<file path="src/rtl/traffic_light_monitor_if.sv">
// Lamp observation and checker result bundle; master drives lamps/clear, slave is the monitor.
// Pure wiring, no latency; the lamp side has no backpressure.
interface traffic_light_monitor_if #(
    parameter int CNT_W     = 16,
    parameter int ERR_CNT_W = 8
);
    logic                 red_i;
    logic                 yellow_i;
    logic                 green_i;
    logic                 clear_i;
    logic [1:0]           phase_o;
    logic [CNT_W-1:0]     dwell_o;
    logic                 err_onehot_o;
    logic                 err_seq_o;
    logic                 err_dwell_o;
    logic                 err_sticky_o;
    logic [ERR_CNT_W-1:0] err_count_o;
    logic [CNT_W-1:0]     rounds_o;

    modport master (
        output red_i, yellow_i, green_i, clear_i,
        input  phase_o, dwell_o, err_onehot_o, err_seq_o, err_dwell_o,
        input  err_sticky_o, err_count_o, rounds_o
    );

    modport slave (
        input  red_i, yellow_i, green_i, clear_i,
        output phase_o, dwell_o, err_onehot_o, err_seq_o, err_dwell_o,
        output err_sticky_o, err_count_o, rounds_o
    );
endinterface

</file>
<file path="src/rtl/traffic_light_monitor.sv">
// Passive one-hot / sequence / dwell checker for traffic lamps; all outputs registered, 1 cycle after sampling.
// Observes only: never stalls or alters the lamps, samples every edge.
module traffic_light_monitor #(
    parameter int RED_CYCLES    = 11,
    parameter int GREEN_CYCLES  = 21,
    parameter int YELLOW_CYCLES = 3,
    parameter int CNT_W         = 16,
    parameter int ERR_CNT_W     = 8
) (
    input  logic                  clk_i,
    input  logic                  rst_i,
    traffic_light_monitor_if.slave mon
);
    typedef enum logic [1:0] {
        PH_SYNC   = 2'd0,
        PH_RED    = 2'd1,
        PH_GREEN  = 2'd2,
        PH_YELLOW = 2'd3
    } phase_e;

    localparam logic [CNT_W-1:0]     DWELL_MAX  = '1;
    localparam logic [ERR_CNT_W-1:0] ERR_MAX    = '1;
    localparam logic [CNT_W-1:0]     RED_EXP    = CNT_W'(RED_CYCLES);
    localparam logic [CNT_W-1:0]     GREEN_EXP  = CNT_W'(GREEN_CYCLES);
    localparam logic [CNT_W-1:0]     YELLOW_EXP = CNT_W'(YELLOW_CYCLES);

    phase_e               phase_q;
    logic [CNT_W-1:0]     dwell_q;
    logic                 first_q;
    logic                 err_onehot_q;
    logic                 err_seq_q;
    logic                 err_dwell_q;
    logic                 err_sticky_q;
    logic [ERR_CNT_W-1:0] err_count_q;
    logic [CNT_W-1:0]     rounds_q;

    logic             lamp_vld;
    phase_e           lamp_ph;
    phase_e           succ_ph;
    logic [CNT_W-1:0] exp_cyc;
    logic             same_ph;
    logic             trans;
    logic             e_onehot;
    logic             e_seq;
    logic             e_dwell;
    logic             any_err;
    logic             legal_round;

    always_comb begin
        lamp_vld    = $onehot({mon.red_i, mon.green_i, mon.yellow_i});
        lamp_ph     = PH_SYNC;
        succ_ph     = PH_SYNC;
        exp_cyc     = '0;
        if (mon.red_i)         lamp_ph = PH_RED;
        else if (mon.green_i)  lamp_ph = PH_GREEN;
        else if (mon.yellow_i) lamp_ph = PH_YELLOW;

        case (phase_q)
            PH_RED:    begin exp_cyc = RED_EXP;    succ_ph = PH_GREEN;  end
            PH_GREEN:  begin exp_cyc = GREEN_EXP;  succ_ph = PH_YELLOW; end
            PH_YELLOW: begin exp_cyc = YELLOW_EXP; succ_ph = PH_RED;    end
            default:   begin exp_cyc = '0;         succ_ph = PH_SYNC;   end
        endcase

        same_ph  = (phase_q != PH_SYNC) && lamp_vld && (lamp_ph == phase_q);
        trans    = (phase_q != PH_SYNC) && lamp_vld && (lamp_ph != phase_q);
        e_onehot = !lamp_vld;
        // Overrun fires only on the EXP -> EXP+1 step; the first phase after sync may be partial.
        e_dwell  = !first_q && ((same_ph && (dwell_q == exp_cyc)) ||
                                (trans && (dwell_q < exp_cyc)));
        e_seq       = trans && (lamp_ph != succ_ph);
        legal_round = trans && (phase_q == PH_YELLOW) && (lamp_ph == PH_RED);
        any_err     = e_onehot || e_seq || e_dwell;
    end

    always_ff @(posedge clk_i) begin
        if (rst_i) begin
            phase_q      <= PH_SYNC;
            dwell_q      <= '0;
            first_q      <= 1'b1;
            err_onehot_q <= 1'b0;
            err_seq_q    <= 1'b0;
            err_dwell_q  <= 1'b0;
            err_sticky_q <= 1'b0;
            err_count_q  <= '0;
            rounds_q     <= '0;
        end else begin
            if (!lamp_vld) begin
                phase_q <= PH_SYNC;
                dwell_q <= '0;
                first_q <= 1'b1;
            end else if ((phase_q == PH_SYNC) || trans) begin
                phase_q <= lamp_ph;
                dwell_q <= CNT_W'(1);
                first_q <= (phase_q == PH_SYNC);
            end else if (dwell_q != DWELL_MAX) begin
                dwell_q <= dwell_q + 1'b1;
            end

            err_onehot_q <= e_onehot;
            err_seq_q    <= e_seq;
            err_dwell_q  <= e_dwell;
            // An error on the clearing edge takes precedence over the clear.
            err_sticky_q <= any_err || (err_sticky_q && !mon.clear_i);
            if (mon.clear_i)
                err_count_q <= any_err ? ERR_CNT_W'(1) : '0;
            else if (any_err && (err_count_q != ERR_MAX))
                err_count_q <= err_count_q + 1'b1;

            if (legal_round)
                rounds_q <= rounds_q + 1'b1;
        end
    end

    assign mon.phase_o      = phase_q;
    assign mon.dwell_o      = dwell_q;
    assign mon.err_onehot_o = err_onehot_q;
    assign mon.err_seq_o    = err_seq_q;
    assign mon.err_dwell_o  = err_dwell_q;
    assign mon.err_sticky_o = err_sticky_q;
    assign mon.err_count_o  = err_count_q;
    assign mon.rounds_o     = rounds_q;
endmodule
</file>
<file path="src/flat_wrapper.sv">
// flat-port wrapper written by rule: the top's interface ports become plain ports
module traffic_light_monitor_flat 
#(
    parameter int RED_CYCLES    = 11,
    parameter int GREEN_CYCLES  = 21,
    parameter int YELLOW_CYCLES = 3,
    parameter int CNT_W         = 16,
    parameter int ERR_CNT_W     = 8
)
  (clk_i, rst_i, mon_red_i, mon_yellow_i, mon_green_i, mon_clear_i, mon_phase_o, mon_dwell_o, mon_err_onehot_o, mon_err_seq_o, mon_err_dwell_o, mon_err_sticky_o, mon_err_count_o, mon_rounds_o);
  traffic_light_monitor_if #(.CNT_W(CNT_W), .ERR_CNT_W(ERR_CNT_W)) mon_i ();
  input  logic clk_i;
  input  logic rst_i;
  input wire logic [$bits(mon_i.red_i)-1:0] mon_red_i;
  input wire logic [$bits(mon_i.yellow_i)-1:0] mon_yellow_i;
  input wire logic [$bits(mon_i.green_i)-1:0] mon_green_i;
  input wire logic [$bits(mon_i.clear_i)-1:0] mon_clear_i;
  output wire logic [$bits(mon_i.phase_o)-1:0] mon_phase_o;
  output wire logic [$bits(mon_i.dwell_o)-1:0] mon_dwell_o;
  output wire logic [$bits(mon_i.err_onehot_o)-1:0] mon_err_onehot_o;
  output wire logic [$bits(mon_i.err_seq_o)-1:0] mon_err_seq_o;
  output wire logic [$bits(mon_i.err_dwell_o)-1:0] mon_err_dwell_o;
  output wire logic [$bits(mon_i.err_sticky_o)-1:0] mon_err_sticky_o;
  output wire logic [$bits(mon_i.err_count_o)-1:0] mon_err_count_o;
  output wire logic [$bits(mon_i.rounds_o)-1:0] mon_rounds_o;
  assign mon_i.red_i = mon_red_i;
  assign mon_i.yellow_i = mon_yellow_i;
  assign mon_i.green_i = mon_green_i;
  assign mon_i.clear_i = mon_clear_i;
  assign mon_phase_o = mon_i.phase_o;
  assign mon_dwell_o = mon_i.dwell_o;
  assign mon_err_onehot_o = mon_i.err_onehot_o;
  assign mon_err_seq_o = mon_i.err_seq_o;
  assign mon_err_dwell_o = mon_i.err_dwell_o;
  assign mon_err_sticky_o = mon_i.err_sticky_o;
  assign mon_err_count_o = mon_i.err_count_o;
  assign mon_rounds_o = mon_i.rounds_o;
  traffic_light_monitor #(.RED_CYCLES(RED_CYCLES), .GREEN_CYCLES(GREEN_CYCLES), .YELLOW_CYCLES(YELLOW_CYCLES), .CNT_W(CNT_W), .ERR_CNT_W(ERR_CNT_W)) u_core (.clk_i(clk_i), .rst_i(rst_i), .mon(mon_i));
endmodule
</file>
<file path="config.mk">
export PLATFORM = sky130hd
export DESIGN_NAME = traffic_light_monitor_flat
export DESIGN_NICKNAME = d
export VERILOG_FILES = /design/src/rtl/traffic_light_monitor_if.sv /design/src/rtl/traffic_light_monitor.sv /design/src/flat_wrapper.sv
export SDC_FILE = /design/constraint.sdc
export NUM_CORES = 1
export LEC_CHECK = 0
export ABC_AREA = 1
export CAP_MARGIN = 25
export CELL_PAD_IN_SITES_DETAIL_PLACEMENT = 1
export CELL_PAD_IN_SITES_GLOBAL_PLACEMENT = 1
export CORE_MARGIN = 2
export CORE_UTILIZATION = 37
export DETAILED_ROUTE_END_ITERATION = 7
export GPL_ROUTABILITY_DRIVEN = 0
export PLACE_DENSITY_LB_ADDON = 0.2
export SLEW_MARGIN = 30
export SYNTH_ARGS = -nofsm -noshare
export SYNTH_HDL_FRONTEND = slang
export SYNTH_SLANG_ARGS = --single-unit
</file>
<file path="constraint.sdc">
create_clock -name clk_i -period 2.6 [get_ports clk_i]
set_input_delay 0.26 -clock clk_i [delete_from_list [all_inputs] [get_ports clk_i]]
set_output_delay 0.26 -clock clk_i [all_outputs]
set_load 0.05 [all_outputs]
</file>
Yosys cells after proc, flatten, opt, wreduce, memory -nomap -nowiden
Cells that the tools add are included.
W data, S select, Z words.
- add/sub/neg operators: 5
- bitwise gates (word level): 1
- eq/ne operators: 11
- magnitude comparators: 1
- reduce and logical (&&, ||, !) cells: 25
- multiplexer cells: 10
- operators with widths (kind ; count):
    $add A16 B1 Y16 const B ; 2
    $eq A16 B5 Y1 ; 1
    $lt A16 B5 Y1 ; 1
    $mux W8 ; 2
    $ne A16 B16 Y1 const B ; 1
    $pmux W5 S3 ; 1
    $logic_and A1 B1 Y1 ; 11
    $add A8 B1 Y8 const B ; 1
    $ne A8 B8 Y1 const B ; 1
    $eq A2 B1 Y1 const B ; 3
    $mux W2 ; 3
    $pmux W2 S3 ; 1
    $reduce_bool A2 Y1 ; 3
    $logic_or A1 B1 Y1 ; 5
    $eq A2 B2 Y1 const B ; 2
    $ne A2 B2 Y1 ; 2
    $logic_not A1 Y1 ; 3
    $mux W1 ; 3
    $reduce_or A3 Y1 ; 1
    $add A1 B1 Y2 ; 1
    $add A2 B1 Y2 ; 1
    $eq A2 B2 Y1 ; 1
    $logic_not A2 Y1 ; 1
    $reduce_or A2 Y1 ; 1
    $not A1 Y1 ; 1
- register bits after elaboration: 47
- input bits: 6
- output and inout port bits: 46
- logic and storage cells: 63

Logic depth before layout (Yosys ltp)
- word-level depth: 12
- mapped depth: 19
- gate-level depth less buffers: 18

Worst setup path after synthesis
No wires, ideal clock.
- path type: register to register
- from: register u_core.phase_q[0] (netlist: u_core.mon.phase_o[0])
- to: register u_core.err_count_q[2] (netlist: u_core.mon.err_count_o[2])
- path slack: 264 ps
- cell stages (with the launch flop): 19
- path buffers: 1
- arrival time: 2216 ps
- data required time: 2480 ps
- period minus slack after synthesis: 2336 ps
- path through: dfxtp_1 inv_1 ha_1 inv_1 ha_1 inv_1 nand2_1 nand2_1 nand2_1 nand2_1 nand2_1 nand2_1 nand2_1 nand3_2 nand2_2 buf_6 nand4_1 nand2_1 a21oi_1
- cells in the longest elaborated chain, start to end: 9
- elaborated cells between the ends (all ways): 23
- those cells by class: 1 x order compare; 7 x eq/ne; 2 x mux; 13 x reduce/logical
- ends and longest elaborated chain (element ; line ; source):
    start, declared ; traffic_light_monitor.sv:27 ; phase_e phase_q;
    start signal, assigned ; traffic_light_monitor.sv:93 ; phase_q <= lamp_ph;
    $eq A2 B2 Y1, or another cell as far along ; traffic_light_monitor.sv:58 ; case (phase_q)
    $pmux W5 S3 or $logic_and A1 B1 Y1 (tied branches) ; traffic_light_monitor.sv:58, traffic_light_monitor.sv:65, traffic_light_monitor.sv:66 ;
    $lt A16 B5 Y1, or another cell as far along ; traffic_light_monitor.sv:70 ; (trans && (dwell_q < exp_cyc)));
    $logic_and A1 B1 Y1 (on tied branches) ; traffic_light_monitor.sv:70, traffic_light_monitor.sv:69 ;
    $logic_or A1 B1 Y1 ; traffic_light_monitor.sv:69 ; e_dwell = !first_q && ((same_ph && (dwell_q == exp_cyc)) ||
    $logic_and A1 B1 Y1 ; traffic_light_monitor.sv:69 ;
    $logic_or A1 B1 Y1 (*) ; traffic_light_monitor.sv:73 ; any_err = e_onehot || e_seq || e_dwell;
    $logic_and A1 B1 Y1 (*) ; traffic_light_monitor.sv:107 ; else if (any_err && (err_count_q != ERR_MAX))
    $reduce_bool A2 Y1 (no source line) (*) ; -- ;
    end signal, assigned ; traffic_light_monitor.sv:106 ; err_count_q <= any_err ? ERR_CNT_W'(1) : '0;
    end signal, assigned ; traffic_light_monitor.sv:108 ; err_count_q <= err_count_q + 1'b1;
    end, declared ; traffic_light_monitor.sv:34 ; logic [ERR_CNT_W-1:0] err_count_q;
Every way passes the cells marked *; elsewhere a longest branch is shown, timed or not.
A chain may end at the register's enable or synchronous reset.

Worst setup path in the final report
- from: input mon_yellow_i
- to: register u_core.err_count_q[0] (netlist: u_core.mon.err_count_o[0])
- cells in the longest elaborated chain, start to end: 11
- elaborated cells between the ends (all ways): 24
- those cells by class: 2 x add/sub; 4 x eq/ne; 5 x mux; 13 x reduce/logical
- ends and longest elaborated chain (element ; line ; source):
    start, declared ; flat_wrapper.sv:15 ; input wire logic [$bits(mon_i.yellow_i)-1:0] mon_yellow_i;
    $add A1 B1 Y2 (implied by the code) or $mux W2 (tied branches) ; traffic_light_monitor.sv:50, traffic_light_monitor.sv:56 ;
    $add A2 B1 Y2 (implied by the code) or $mux W2 (tied branches) ; traffic_light_monitor.sv:50, traffic_light_monitor.sv:55 ;
    $eq A2 B1 Y1 or $mux W2 (tied branches) ; traffic_light_monitor.sv:50, traffic_light_monitor.sv:54 ;
    $logic_and A1 B1 Y1, or another cell as far along ; traffic_light_monitor.sv:65, traffic_light_monitor.sv:66 ;
    $logic_and A1 B1 Y1 (on tied branches) ; traffic_light_monitor.sv:65, traffic_light_monitor.sv:66 ;
    $logic_and A1 B1 Y1 (on tied branches) ; traffic_light_monitor.sv:69, traffic_light_monitor.sv:70 ;
    $logic_or A1 B1 Y1 ; traffic_light_monitor.sv:69 ;
    $logic_and A1 B1 Y1 ; traffic_light_monitor.sv:69 ;
    $logic_or A1 B1 Y1 (*) ; traffic_light_monitor.sv:73 ;
    $mux W1 or $logic_and A1 B1 Y1 (tied branches) ; traffic_light_monitor.sv:106, traffic_light_monitor.sv:107 ;
    $mux W8 or $reduce_bool A2 Y1 (tied branches) ; -- ;
Marked as above.

==> impl_metrics.py <==
metrics = {
    "outcome": {
        "status": "complete, no violations",
    },
    "die": {
        "floorplan.die.height_um": 88.7,
        "site_rows": 30,
        "count_of_boundary_i_o_pins": 52,
        "start_util": 0.387,
        "core_region_area_mm2": 0.00687,
        "die_area_mm2": 0.00787,
        "die_x_um": 88.7,
    },
    "timing": {
        "setup_tns_ns": 0,
        "min_clock_period_post_route_ns": 2.37,
        "final_setup_violation_count": 0,
        "finalHoldViolations": 0,
        "final.setup_skew_ns": 0.0145,
        "timing.final.crit_share": 0.913,
        "worstMarginPinSlew_ns": 0.507,
        "achievable-frequency_mhz": 421,
        "relSlewSlack": 0.661,
        "grt_setup_unrepaired": "no",
        "worst_slack_ns": 0.226,
        "worst_hold_slack_ns": 0.465,
        "final_max_slew_viol_count": 0,
    },
    "synthesis": {
        "synth_seq_cells": 47,
        "seq_area_frac_synth": 0.354,
        "syn-instance-count": 376,
        "syn-num-nets": 395,
        "combined_area_of_all_synthesized_cells_mm2": 0.00266,
        "avgSynthCellArea_um2": 7.06,
        "yosysUniqueCellTypes": 33,
        "yosysWarningCount": 0,
    },
    "critical_path": {
        "critical_path_arrival_ns": 2.61,
        "worstSetupPathType": "input pin to flop",
        "worstPathRequired_ns": 2.84,
        "timing.critical_path.mode_cell": "sky130_fd_sc_hd__nand2_1",
        "worstPathMaxFanout": 8,
        "cpPeakStageDelay_ns": 0.51,
        "r2r_cells": 18,
        "critical_path.endpoint_type": "flop",
        "crit_family": "simple AND/OR/NAND/NOR gates",
        "cpMaxStageDelayCell": "sky130_fd_sc_hd__clkdlybuf4s50_1",
        "cp_cell_sequence": "clkdlybuf4s50_1 > inv_2 > fa_1 > or2_4 > nor2_4 > nand2_1 > nor2_2 > nand3_2 > nand2_2 > nand2_1 > nand2_1 > nand2_1 > a21oi_1",
        "worst_setup_path_start_kind": "input pin",
        "cp_num_buf_inv": 2,
        "critical_path_depth": 13,
    },
    "routing": {
        "first_iter_violations": 34,
        "via_per_inst": 4.89,
        "ant_nets": 0,
        "drtPass1Iterations": 4,
        "drt_drc_violations_left": 0,
        "drt-wirelength-per-cell_um": 13.3,
        "postRouteWirelength_um": 7130,
        "detailroute.via_count": 2618,
    },
    "placed_design": {
        "buffer_ports.inserted": 51,
        "placement.cell_area_mm2": 0.00332,
        "dpl.hpwl_um": 5510,
        "place_ws_ns": -0.0495,
        "numPlacedInstances": 527,
    },
    "global_routing": {
        "first_global_vias": 2679,
        "grt_start_max_net_pins": 16,
        "grt.total_usage": 0.198,
        "grt_overflow": 0,
        "grt_antenna_before_repair": 0,
        "grt_first_pass_wirelength_um": 12300,
    },
    "power_and_ir_drop": {
        "power.switching_mw": 0.411,
        "fin_total_pwr_mw": 1.50,
        "combinationalPowerShare": 0.130,
        "power.clock.fraction": 0.376,
        "seq_power_share": 0.494,
        "leakagePower_nw": 1.32,
        "switching_share": 0.275,
        "power_density_mw_per_mm2": 436,
        "worst_ir_drop_vdd_v": 0.000246,
        "internal_power_mw": 1.08,
    },
    "finish": {
        "most-common-layout-cells": "sky130_fd_sc_hd__nand2_1, sky130_fd_sc_hd__inv_1, sky130_fd_sc_hd__clkdlybuf4s50_1, sky130_fd_sc_hd__dfxtp_1, sky130_fd_sc_hd__nor2_1",
        "fin_util": 0.500,
        "area_growth_pct": 29.2,
        "drive_above_1_share": 0.121,
        "nFillCells": 889,
        "fin_cells": 535,
        "diodes": 0,
        "final_common_cell": "sky130_fd_sc_hd__nand2_1",
        "final_area_mm2": 0.00343,
        "final_nets": 457,
    },
    "worst_hold_path": {
        "holdPathStages": 2,
        "timing.hold.worst.class": "flop to flop",
    },
    "clock_tree": {
        "tritoncts_clock_tree": "done",
        "cts_repair_resize_count": 0,
        "clockBufferDepth": 2,
        "ctsRootBufferMaster": "sky130_fd_sc_hd__clkbuf_8",
        "clkLatencyLatePin_ns": 0.31,
        "cts-htree-levels": 2,
        "number_of_cts_inserted_buffers": 5,
        "ctsHoldBuffers": 0,
        "clk_pin_slew_ns": 0.10,
        "cts_num_sinks": 47,
        "postCtsSetupBuffers": 0,
    },
    "run": {
        "max_cap_violations": 0,
    },
}
==> Yosys cell counts (all sizes together) <==
| master | number | area share |
|---|---|---|
| nor3b | 1 | 0.0028 |
| nand3 | 27 | 0.060 |
| nor2 | 50 | 0.085 |
| xor2 | 7 | 0.023 |
| a21oi | 27 | 0.051 |
| nand2 | 85 | 0.13 |
| a31oi | 2 | 0.0047 |
| clkinv | 1 | 0.0014 |
| xnor2 | 3 | 0.0099 |
| nor4 | 5 | 0.016 |
| o221ai | 1 | 0.0033 |
| nand3b | 1 | 0.0028 |
| buf | 2 | 0.0085 |
| fa | 1 | 0.0075 |
| nand4 | 10 | 0.026 |
| clkbuf | 2 | 0.0028 |
| dfxtp | 47 | 0.35 |
| a211oi | 2 | 0.0075 |
| inv | 59 | 0.083 |
| o21ai | 16 | 0.030 |
| ha | 12 | 0.057 |
| or2 | 1 | 0.0033 |
| nor3 | 14 | 0.026 |
==> sequential cells by signal, summed over array words and instances (netlist names) <==
signal / cells
u_core.mon.dwell_o: 16
u_core.mon.err_onehot_o: 1
u_core.mon.err_sticky_o: 1
u_core.mon.err_seq_o: 1
u_core.mon.rounds_o: 16
u_core.mon.phase_o: 2
u_core.mon.err_dwell_o: 1
u_core.first_q: 1
u_core.mon.err_count_o: 8
==> worst paths after layout <==
| kind | from | endpoint | slack [ns] |
|---|---|---|---|
| worst max-delay path | mon_yellow_i | u_core.mon.err_count_o[0] | 0.23 |
| worst min-delay path | u_core.mon.rounds_o[4] | u_core.mon.rounds_o[4] | 0.47 |
| worst max register to register | u_core.mon.phase_o[0] | u_core.mon.err_count_o[0] | 0.26 |
| worst min register to register | u_core.mon.rounds_o[4] | u_core.mon.rounds_o[4] | 0.47 |
==> layout make-up <==
cell class	count	area, um2	share of cell area
Multi-Input combinational cell	265	1460	0.425
Sequential cell	47	943	0.275
Timing Repair Buffer	59	571	0.166
Inverter	60	225	0.0656
Tap cell	96	120	0.0350
Clock buffer	5	68.8	0.0201
Clock inverter	3	43.8	0.0128
==> power by group through the flow <==
stage	Sequential, mW	Combinational [mW]	Clock [mW]
2_1_floorplan	0.786	0.103	0
3_3_place_gp	0.755	0.189	0
3_5_place_dp	0.755	0.195	0
4_1_cts	0.738	0.198	0.581
5_1_grt	0.741	0.220	0.602
6_report	0.739	0.195	0.562
==> cell families (layout without fill, tap and decap cells) <==
family | after synthesis | in the layout | synth area share
compound gates | 48 | 48 | 0.0966
buf+inv | 64 | 127 | 0.0961
xor+xnor | 10 | 10 | 0.0330
simple gates | 194 | 194 | 0.356
fa+ha+maj | 13 | 13 | 0.0641
flops | 47 | 47 | 0.354
==> routing by layer <==
layer,track usage,vias up,wire length [um]
met5,0,-,0
met3,0.0299,7,198
li1,-,1331,-
met2,0.345,40,3520
met1,0.255,1240,3330
met4,0.0537,0,85
==> worst min-delay path: cells and delay by family, from the launching register on <==
family          cells  cell delay [ns]
compound gates      1             0.05
buf+inv             1             0.05
flops               1             0.33
(Power assumes the default switching activity.)
